$ cat src/rtl/adc_bridge_pkg.sv
// Shared definitions for the ADC serial bridge.
// Contents:
//   FRAME_HDR / FRAME_TRL - two-bit markers at the low / high end of a frame
//   frame_w()             - serial result frame width for a given result width
//   cfg_sr_w()            - config shift register width (config words + select bit)
package adc_bridge_pkg;

  // Bit 0 of the frame leaves first, so the header reads 1,0 on the wire
  // and the trailer reads 0,1.
  localparam logic [1:0] FRAME_HDR = 2'b01;
  localparam logic [1:0] FRAME_TRL = 2'b10;

  // header(2) + result + vld + ovf + par + trailer(2)
  function automatic int frame_w(input int res_w);
    return res_w + 7;
  endfunction

  // All config words plus the finish-select bit on top.
  function automatic int cfg_sr_w(input int ncfg, input int cfg_w);
    return ncfg * cfg_w + 1;
  endfunction

endpackage

$ cat src/rtl/adc_res_fifo.sv
// Result FIFO, DEPTH entries of RES_W bits. Storage is not reset; only the
// pointers and the occupancy count are.
// Ports:
//   clk, rst_n   - clock, asynchronous active-low reset
//   push, wdata  - write request and data; ignored when full unless a pop
//                  happens in the same cycle (the freed slot is reused)
//   pop, rdata   - read request; rdata always shows the current head
//   full, empty  - occupancy flags
//   count        - number of stored entries (0..DEPTH)
module adc_res_fifo #(
  parameter int RES_W = 16,
  parameter int DEPTH = 4
) (
  input  logic                     clk,
  input  logic                     rst_n,
  input  logic                     push,
  input  logic [RES_W-1:0]         wdata,
  input  logic                     pop,
  output logic [RES_W-1:0]         rdata,
  output logic                     full,
  output logic                     empty,
  output logic [$clog2(DEPTH):0]   count
);

  localparam int AW = $clog2(DEPTH);
  localparam logic [AW:0] FULL_CNT = (AW+1)'(DEPTH);

  logic [RES_W-1:0] mem_q [DEPTH];
  logic [AW-1:0]    wr_ptr_q, wr_ptr_d;
  logic [AW-1:0]    rd_ptr_q, rd_ptr_d;
  logic [AW:0]      count_q, count_d;
  logic             do_push, do_pop;

  always_comb begin
    do_pop   = pop && (count_q != '0);
    // A full FIFO can still accept a write when the head leaves this cycle.
    do_push  = push && ((count_q != FULL_CNT) || do_pop);
    wr_ptr_d = wr_ptr_q;
    rd_ptr_d = rd_ptr_q;
    count_d  = count_q;
    // Pointers are AW bits wide and DEPTH is a power of two, so they wrap
    // naturally.
    if (do_push) wr_ptr_d = wr_ptr_q + 1'b1;
    if (do_pop)  rd_ptr_d = rd_ptr_q + 1'b1;
    case ({do_push, do_pop})
      2'b10:   count_d = count_q + 1'b1;
      2'b01:   count_d = count_q - 1'b1;
      default: count_d = count_q;
    endcase
  end

  always_ff @(posedge clk or negedge rst_n) begin
    if (!rst_n) begin
      wr_ptr_q <= '0;
      rd_ptr_q <= '0;
      count_q  <= '0;
    end else begin
      wr_ptr_q <= wr_ptr_d;
      rd_ptr_q <= rd_ptr_d;
      count_q  <= count_d;
    end
  end

  always_ff @(posedge clk) begin
    if (do_push) mem_q[wr_ptr_q] <= wdata;
  end

  assign rdata = mem_q[rd_ptr_q];
  assign full  = (count_q == FULL_CNT);
  assign empty = (count_q == '0);
  assign count = count_q;

endmodule

$ cat src/rtl/adc_serial_bridge.sv
// Serial bridge between a host and an ADC.
//  - Config path: dat_i shifts LSB-first into a shift register; the first
//    load rising edge after reset commits it to the config store.
//  - Result path: the selected finish flag is synchronized and
//    edge-detected; each edge captures adc_res into a FIFO. Each load rising
//    edge pops the head into a frame shifted out LSB-first on dat_o.
// Ports:
//   clk, rst_n             - clock, asynchronous active-low reset
//   dat_i                  - serial config in
//   load                   - load strobe (acted on at its rising edge)
//   adc_res                - ADC result
//   adc_conv_finished(_osr)- finish flags from the ADC (asynchronous)
//   adc_cfg                - stored config words
//   dat_o                  - serial result frame out
//   conv_finish            - selected raw finish flag
//   data_avail             - result FIFO not empty
//   cfg_locked             - config committed since reset
//   tie1, tie0             - constants
module adc_serial_bridge
  import adc_bridge_pkg::*;
#(
  parameter int RES_W = 16,
  parameter int CFG_W = 16,
  parameter int NCFG  = 2,
  parameter int DEPTH = 4
) (
  input  logic                    clk,
  input  logic                    rst_n,
  input  logic                    dat_i,
  input  logic                    load,
  input  logic [RES_W-1:0]        adc_res,
  input  logic                    adc_conv_finished,
  input  logic                    adc_conv_finished_osr,
  output logic [NCFG*CFG_W-1:0]   adc_cfg,
  output logic                    dat_o,
  output logic                    conv_finish,
  output logic                    data_avail,
  output logic                    cfg_locked,
  output logic                    tie1,
  output logic                    tie0
);

  localparam int FRAME_W  = frame_w(RES_W);
  localparam int CFG_SR_W = cfg_sr_w(NCFG, CFG_W);
  localparam int CNT_W    = $clog2(DEPTH) + 1;

  logic [CFG_SR_W-1:0] cfg_sr_q, cfg_sr_d;
  logic [CFG_SR_W-1:0] store_q, store_d;
  logic [FRAME_W-1:0]  frame_q, frame_d;
  logic                load_q, load_d;
  logic                cfg_locked_q, cfg_locked_d;
  logic                ovf_q, ovf_d;
  logic                sync1_q, sync1_d;
  logic                sync2_q, sync2_d;
  logic                sync3_q, sync3_d;

  logic                load_rise, capture, pop, ovf_set;
  logic                head_vld;
  logic [RES_W-1:0]    head_res;
  logic [FRAME_W-1:0]  frame_new;
  logic [RES_W-1:0]    fifo_rdata;
  logic                fifo_full, fifo_empty;
  logic [CNT_W-1:0]    fifo_count;

  // Top bit of the store picks which finish flag is forwarded: 0 -> OSR.
  assign conv_finish = store_q[CFG_SR_W-1] ? adc_conv_finished : adc_conv_finished_osr;

  always_comb begin
    load_rise = load && !load_q;
    // sync1/sync2 are the synchronizer; sync3 holds the previous synchronized
    // value for the rising-edge detect.
    capture   = sync2_q && !sync3_q;
    pop       = load_rise && !fifo_empty;
    // A capture into a full FIFO survives if the head leaves the same cycle.
    ovf_set   = capture && fifo_full && !pop;
    head_vld  = !fifo_empty;
    head_res  = fifo_empty ? '0 : fifo_rdata;
    frame_new = {FRAME_TRL, ^{ovf_q, head_vld, head_res}, ovf_q, head_vld, head_res, FRAME_HDR};

    sync1_d      = conv_finish;
    sync2_d      = sync1_q;
    sync3_d      = sync2_q;
    load_d       = load;
    cfg_sr_d     = cfg_sr_q;
    store_d      = store_q;
    frame_d      = frame_q;
    cfg_locked_d = cfg_locked_q;
    ovf_d        = ovf_q | ovf_set;

    if (load_rise) begin
      frame_d      = frame_new;
      cfg_locked_d = 1'b1;
      if (!cfg_locked_q) store_d = cfg_sr_q;
      // The reported flag is consumed; only an overflow in this very cycle
      // survives.
      ovf_d = ovf_set;
    end

    // Both registers freeze while load is high.
    if (!load) begin
      cfg_sr_d = {dat_i, cfg_sr_q[CFG_SR_W-1:1]};
      frame_d  = {1'b0, frame_q[FRAME_W-1:1]};
    end
  end

  always_ff @(posedge clk or negedge rst_n) begin
    if (!rst_n) begin
      cfg_sr_q     <= '0;
      store_q      <= '0;
      frame_q      <= '0;
      load_q       <= 1'b0;
      cfg_locked_q <= 1'b0;
      ovf_q        <= 1'b0;
      sync1_q      <= 1'b0;
      sync2_q      <= 1'b0;
      sync3_q      <= 1'b0;
    end else begin
      cfg_sr_q     <= cfg_sr_d;
      store_q      <= store_d;
      frame_q      <= frame_d;
      load_q       <= load_d;
      cfg_locked_q <= cfg_locked_d;
      ovf_q        <= ovf_d;
      sync1_q      <= sync1_d;
      sync2_q      <= sync2_d;
      sync3_q      <= sync3_d;
    end
  end

  adc_res_fifo #(
    .RES_W (RES_W),
    .DEPTH (DEPTH)
  ) u_fifo (
    .clk   (clk),
    .rst_n (rst_n),
    .push  (capture),
    .wdata (adc_res),
    .pop   (pop),
    .rdata (fifo_rdata),
    .full  (fifo_full),
    .empty (fifo_empty),
    .count (fifo_count)
  );

  assign adc_cfg    = store_q[CFG_SR_W-2:0];
  assign dat_o      = frame_q[0];
  assign data_avail = (fifo_count != '0);
  assign cfg_locked = cfg_locked_q;
  assign tie1       = 1'b1;
  assign tie0       = 1'b0;

endmodule
$ cat config.mk
export PLATFORM = sky130hd
export DESIGN_NAME = adc_serial_bridge
export DESIGN_NICKNAME = d
export VERILOG_FILES = /design/src/rtl/adc_bridge_pkg.sv /design/src/rtl/adc_res_fifo.sv /design/src/rtl/adc_serial_bridge.sv
export SDC_FILE = /design/constraint.sdc
export NUM_CORES = 1
export LEC_CHECK = 0
export ABC_AREA = 1
export BUFFER_PORTS_ARGS = -buffer_cell sky130_fd_sc_hd__buf_2
export CORE_MARGIN = 2
export CORE_UTILIZATION = 45
export CTS_CLUSTER_SIZE = 40
export DETAILED_ROUTE_END_ITERATION = 8
export GPL_ROUTABILITY_DRIVEN = 1
export GPL_TIMING_DRIVEN = 0
export PLACE_DENSITY_LB_ADDON = 0.3
export SLEW_MARGIN = 20
export SYNTH_ARGS = -nofsm -noshare
export SYNTH_HDL_FRONTEND = slang
export SYNTH_SLANG_ARGS = --single-unit
$ cat constraint.sdc
create_clock -name clk -period 6.5 [get_ports clk]
set_clock_uncertainty 0.15 [all_clocks]
set_input_delay 0.325 -clock clk [delete_from_list [all_inputs] [get_ports clk]]
set_output_delay 0.325 -clock clk [all_outputs]
set_load 0.01 [all_outputs]
; Word level (Yosys, flattened, before mapping)
; Memory sizes are Yosys's and may differ from the RTL's.
; Index checks and enable logic that the tools add are counted.
[classes]
muxes = 8
n_addsub = 4
bitwise_logic = 2
eq_ne = 5
reduce_logical = 17
[op_table]
columns = operator, count
row1 = 23-bit two-way mux, 2
row2 = 18-bit XOR reduction, 1
row3 = 16-bit two-way mux, 1
row4 = 1-bit logical AND, 7
row5 = 3-bit case mux with 2 select lines, 1
row6 = "2-bit by 1-bit adder with 2-bit output, second input constant", 2
row7 = 1-bit logical NOT, 4
row8 = 1-bit two-way mux, 4
row9 = "3-bit by 1-bit adder with 3-bit output, second input constant", 1
row10 = "3-bit == test, second input constant", 1
row11 = 3-bit logical NOT, 1
row12 = "3-bit != test, second input constant", 1
row13 = 3-bit nonzero test, 1
row14 = "3-bit by 1-bit subtractor with 3-bit output, second input constant", 1
row15 = "2-bit by 1-bit == test with 1-bit output, second input constant", 1
row16 = "2-bit == test, second input constant", 1
row17 = "2-bit by 1-bit != test with 1-bit output, second input constant", 1
row18 = 2-bit AND reduction, 1
row19 = 2-bit nonzero test, 1
row20 = 1-bit logical OR, 1
row21 = 1-bit NOT, 1
row22 = 1-bit OR, 1
[word_totals]
output_inout_bits = 38
register_bits = 102
memories = 1
wordCells = 49
mem_bits_rw = 64
[memory_table]
columns = memory, words, word_bits, rd, rd_clocked_by_memory_dff, wr, line_no
row1 = u_fifo.mem_q, 4, 16, 1, 0, 1, adc_res_fifo.sv:28  ; logic [RES_W-1:0] mem_q [DEPTH];

; Longest topological paths before layout
[logic_depth]
ltp_word = 8
ltp_mapped = 18
ltp_nobuf = 16

; Cells and area by module
; A second synthesis with hierarchy kept.
[unflattened]
hier_cells = 728
area_unflattened_um2 = 7310.8
[by_module_without_submodules]
columns = mod, n_inst, area_per_inst_um2, cells_per_inst
row1 = adc_serial_bridge, 1, 4367.9, 494
row2 = adc_res_fifo, 1, 2942.8, 234

; Least setup slack after synthesis
; Ideal clock, no wire load.
[synth_path]
path_kind = register -> register
from = reg u_fifo.count_q[0] (netlist: u_fifo.count[0])
to = reg u_fifo.count_q[2] (netlist: u_fifo.count[2])
path_stages_with_launch = 12
setup_ps = 131
path_slack_ps = 4298
arrival_time_ps = 1921
synth_period_minus_slack_ps = 2202
required_time_ps = 6219
cell_sequence = dfrtp_1 -> inv_1 -> nand3_1 -> buf_4 -> inv_1 -> nor2_2 -> ha_1 -> inv_1 -> fa_1 -> a21oi_1 -> o21ai_0 -> xor2_1
[synth_via]
elab_chain_len = 8
[synth_lines]
columns = item, line_no
row1 = start: declaration, adc_res_fifo.sv:31  ; logic [AW:0] count_q, count_d;
row2 = start signal: assignment, adc_res_fifo.sv:60  ; count_q <= count_d;
row3 = 3-bit logical NOT, adc_res_fifo.sv:70  ; assign empty = (count_q == '0);
row4 = 1-bit logical NOT, adc_serial_bridge.sv:73  ; pop = load_rise && !fifo_empty;
row5 = 1-bit logical AND, adc_serial_bridge.sv:73
row6 = 1-bit logical AND *, adc_res_fifo.sv:35  ; do_pop = pop && (count_q != '0);
row7 = net u_fifo.do_pop, adc_res_fifo.sv:32  ; logic do_push, do_pop;
row8 = 1-bit logical OR, adc_res_fifo.sv:37  ; do_push = push && ((count_q != FULL_CNT) || do_pop);
row9 = 1-bit logical AND, adc_res_fifo.sv:37
row10 = 2-bit by 1-bit == test with 1-bit output / 2-bit == test (equally long branches), adc_res_fifo.sv:45  ; case ({do_push, do_pop})
row11 = 3-bit case mux with 2 select lines / 2-bit nonzero test (equally long branches), --
; The timed path passes the listed nets; every way through them passes the cells marked *.
; A chain may end at the register's enable or synchronous reset.

; Worst setup path after layout
[layout_path]
from = in load
to = reg u_fifo.count_q[2] (netlist: u_fifo.count[2])
[layout_via]
elab_chain_len = 7
[layout_lines]
columns = item, line_no
row1 = start: declaration, adc_serial_bridge.sv:30  ; input logic load,
row2 = 1-bit logical AND *, adc_serial_bridge.sv:69  ; load_rise = load && !load_q;
row3 = 1-bit logical AND *, adc_serial_bridge.sv:73
row4 = 1-bit logical AND *, adc_res_fifo.sv:35
row5 = net u_fifo.do_pop, adc_res_fifo.sv:32
row6 = 1-bit logical OR, adc_res_fifo.sv:37
row7 = 1-bit logical AND, adc_res_fifo.sv:37
row8 = 2-bit by 1-bit == test with 1-bit output / 2-bit == test (equally long branches), adc_res_fifo.sv:45
row9 = 3-bit case mux with 2 select lines / 2-bit nonzero test (equally long branches), --
; Marked as above.

==> impl_results.md <==
* Critical path fanouts, max at 8
* P_leak at between 4 and 5 nW
* Worst Hold Class: in -> async
* Routed vias at between 5k and 6k
* Endpoints failing hold at 0
* Critical path type: in -> reg
* First-pass GRT wire length at between 20000 and 25000 um
* Worst-path clk slew at about 0.070 ns
* # clock sinks at between 150 and 200
* WP data required at around 6.7 ns
* Die area at around 18000 um2
* Synth top area cells: dfrtp_1, edfxtp_1, nand2_1, o21ai_0, nand3_1
* DRT Wirelength at around 15000 um
* CTS root buffer: clkbuf_16
* Final Critical Period at 2.857 ns
* Deepest clock path buffer count at 2
* Nature of the critical path endpoint: flip-flop
* Max-slew violation count at 0
* R2r setup slk at 3.90 ns
* Die Span Y at around 130 um
* CP max stage cell: dlygate4sd3_1
* ANT cells at 0
* Rows at 47
* Relative slew slack at 61.93%
* Nets@finish at about 920
* Gpl congestion at approximately 0.83
* H-tree depth at 4
* CP top delay family: buffers and inverters
* Syn. warnings at 0
* Fmax at approximately 350 MHz
* Syn-to-layout area delta at 19.75%
* Sequential area share after synthesis at roughly three fifths
* Port bufs at 57
* Placed Area at ~8000 um2
* RSZ-0062 raised after global routing: false
* Worst Setup Start Kind: primary input
* Total CTS buffers at 17
* Fill cells at ~1.4k
* VDD IR-drop max at roughly 0.34 mV
* WL/cell at approximately 13 um
* Synth Area per Inst at around 9.4 um2
* Clk_lat worst skew at between 0.4 and 0.5 ns
* Yosys cell types at 32
* Crit share post-route at between 40 and 50%
* Buf/Inv on CP at 5
* Post-CTS Setup Bufs at 0
* Mapped cell area at between 7000 and 8000 um2
* DRT Pass-1 Iters at 5
* Status: finished, final reports clean
* CTS tree: done
* Io pins at 60
* Overflow after GRT at 0
* 1st-iter DRT viols at roughly 370
* Cell taking the most area after synthesis: dfrtp_1
* Cts-stage hold buffer count at 21
* Cells after synthesis at 792
* Share of the synthesized area in the top cell type at between 30% and 40%
* Antenna violations before repair at 0
* Top-count cell post-synth: nand2_1
* Largest net degree at the start of global routing at just over 80
* PD cells at 404.4 nW/um2
* Worst path max stage delay at 0.51 ns
* Cell mode on critical path: inv_1
* Reg2reg end: u_fifo.count[2]
* Layout cells sized above 1 at between 10% and 20%
* MaxCap Viol Count at 0
* Async SR Flop Fraction at around 61%
* Crit Reg-Reg Startpoint: load_q
* Finished Cell Area at 8922 um2
* Crit path cell chain: dlygate4sd3_1 -> buf_2 -> inv_2 -> nor2_1 -> inv_1 -> nor2_2 -> ha_1 -> inv_1 -> fa_1 -> a21oi_1 -> o21ai_0 -> xor2_1
* Post-synth EDFFs at 64
* Endpoints failing setup at 0
* Final setup TNS at 0 ns
* CP arrival at roughly 3.0 ns
* Most used DFF post-synth: dfrtp_1
* Final ANT Viol Nets at 0
* # DRC at 0
* PostCTS Resize Cnt at 0
* Vias in the first global route at between 5k and 6k
* Core area at around 16000 um2
* Synthesized flop and latch total at around 170
* Starting density of the core at 45.41%
* Gr usage total at between 10% and 20%
* Vias per Instance at roughly 4.7
* R2R depth at 9
* Commonest cells in the netlist: nand2_1, dfrtp_1, inv_1, o21ai_0, nand3_1
* Worst Tran Pin Value at between 0.5 and 0.6 ns
* Die X at between 100 and 150 um
* Post-Syn Nets at 820
* Post-DP HPWL at 10410 um
## flip-flops by register name (all words and copies together), names as in the netlist
signal           count
u_fifo.rd_ptr_q      2
u_fifo.wr_ptr_q      2
load_q               1
ovf_q                1
frame_q             23
sync3_q              1
cfg_sr_q            33
u_fifo.count         3
store_q             33
sync2_q              1
sync1_q              1
cfg_locked           1
u_fifo.mem_q        64
## kinds of logic after synthesis
| kind of cell | after synthesis | synth area share (%) |
|---|---|---|
| and+or+nand+nor | 372 | 20.50 |
| DFF | 166 | 60.05 |
| buffers and inverters | 145 | 10.08 |
| AOI/OAI and AO/OA | 93 | 7.053 |
| adders and majority gates | 6 | 1.108 |
| xor gates and xnor gates | 6 | 0.8061 |
| other | 2 | 0.1008 |
| muxes | 2 | 0.3022 |
## worst max-delay path by stage
stage               startpoint                  to  slack, ns  cells past startpoint
2_1_floorplan  u_fifo.count[0]     u_fifo.count[2]       4.30                     11
3_3_place_gp              load  u_fifo.mem_q[2][0]       3.20                      7
3_5_place_dp              load     u_fifo.count[2]       3.71                     11
4_1_cts                   load     u_fifo.count[2]       3.62                     12
5_1_grt                   load     u_fifo.count[2]       3.43                     12
6_report                  load     u_fifo.count[2]       3.64                     12
## metal layers
layer | track usage [%] | wire length [um] | vias up
li1 | - | - | 2714
met1 | 23.87 | 7060 | 2439
met2 | 29.25 | 6936 | 103
met3 | 3.870 | 541 | 17
met4 | 6.750 | 192 | 0
met5 | 0 | 0 | -
## metrics by stage
stage / setup slack (ns) / std cells / total power [mW] / hold WS (ns) / utilization, %
floorplan: 4.298 / 792 / 2.294 / -0.1206 / -
global placement: 3.196 / 1069 / 2.565 / 0.1888 / 48.83
detailed placement: 3.710 / 1074 / 2.601 / 0.03473 / 49.39
CTS: 3.622 / 1127 / 3.631 / 0.1601 / 54.38
global route: 3.426 / 1127 / 3.878 / 0.1770 / 54.38
finish: 3.643 / 1127 / 3.608 / 0.1671 / 54.38
## worst reg2reg max path, cell delays in order, from the launching register on
cell and delay, ns:
dfrtp_1 0.40, nor2_1 0.28, inv_1 0.21, nor2_2 0.39
ha_1 0.21, inv_1 0.06, fa_1 0.37, a21oi_1 0.14
o21ai_0 0.11, xor2_1 0.15
## power by group
part,switching (mW),internal (mW),total (mW),leakage (nW)
Sequential,0.0677,1.25,1.32,1.91
Clock,0.417,0.599,1.02,0.303
Combinational,0.812,0.462,1.27,2.03
Total,1.30,2.31,3.61,4.25
## layout by cell type, fill, tap and decap left out, drive strengths merged
master / synthesis / routed
nand2: 283 / 283
buf: 51 / 113
dfrtp: 102 / 102
inv: 78 / 83
o21ai: 70 / 70
nand3: 66 / 66
edfxtp: 64 / 64
clkbuf: 16 / 37
dlygate4sd3: 0 / 21
nor2: 21 / 21
o211ai: 8 / 8
o221ai: 8 / 8
ha: 5 / 5
a21oi: 4 / 4
xor2: 4 / 4
clkinv: 0 / 4
mux2: 2 / 2
conb: 2 / 2
xnor2: 2 / 2
nor3: 1 / 1
and2: 1 / 1
a221o: 1 / 1
o22a: 1 / 1
o22ai: 1 / 1
fa: 1 / 1
clkinvlp: 0 / 1
bufinv: 0 / 1
## area by class of cell
cell class / instances / area (um2) / area share, %
Sequential cell: 166 / 4474 / 50.15
Multi-Input combinational cell: 481 / 2236 / 25.06
Timing Repair Buffer: 83 / 578.1 / 6.479
Clock buffer: 21 / 503.0 / 5.637
Buffer: 67 / 450.4 / 5.048
Inverter: 78 / 300.3 / 3.366
Tap cell: 220 / 275.3 / 3.085
Clock inverter: 11 / 105.1 / 1.178
Power figures use the tool's default switching activity.
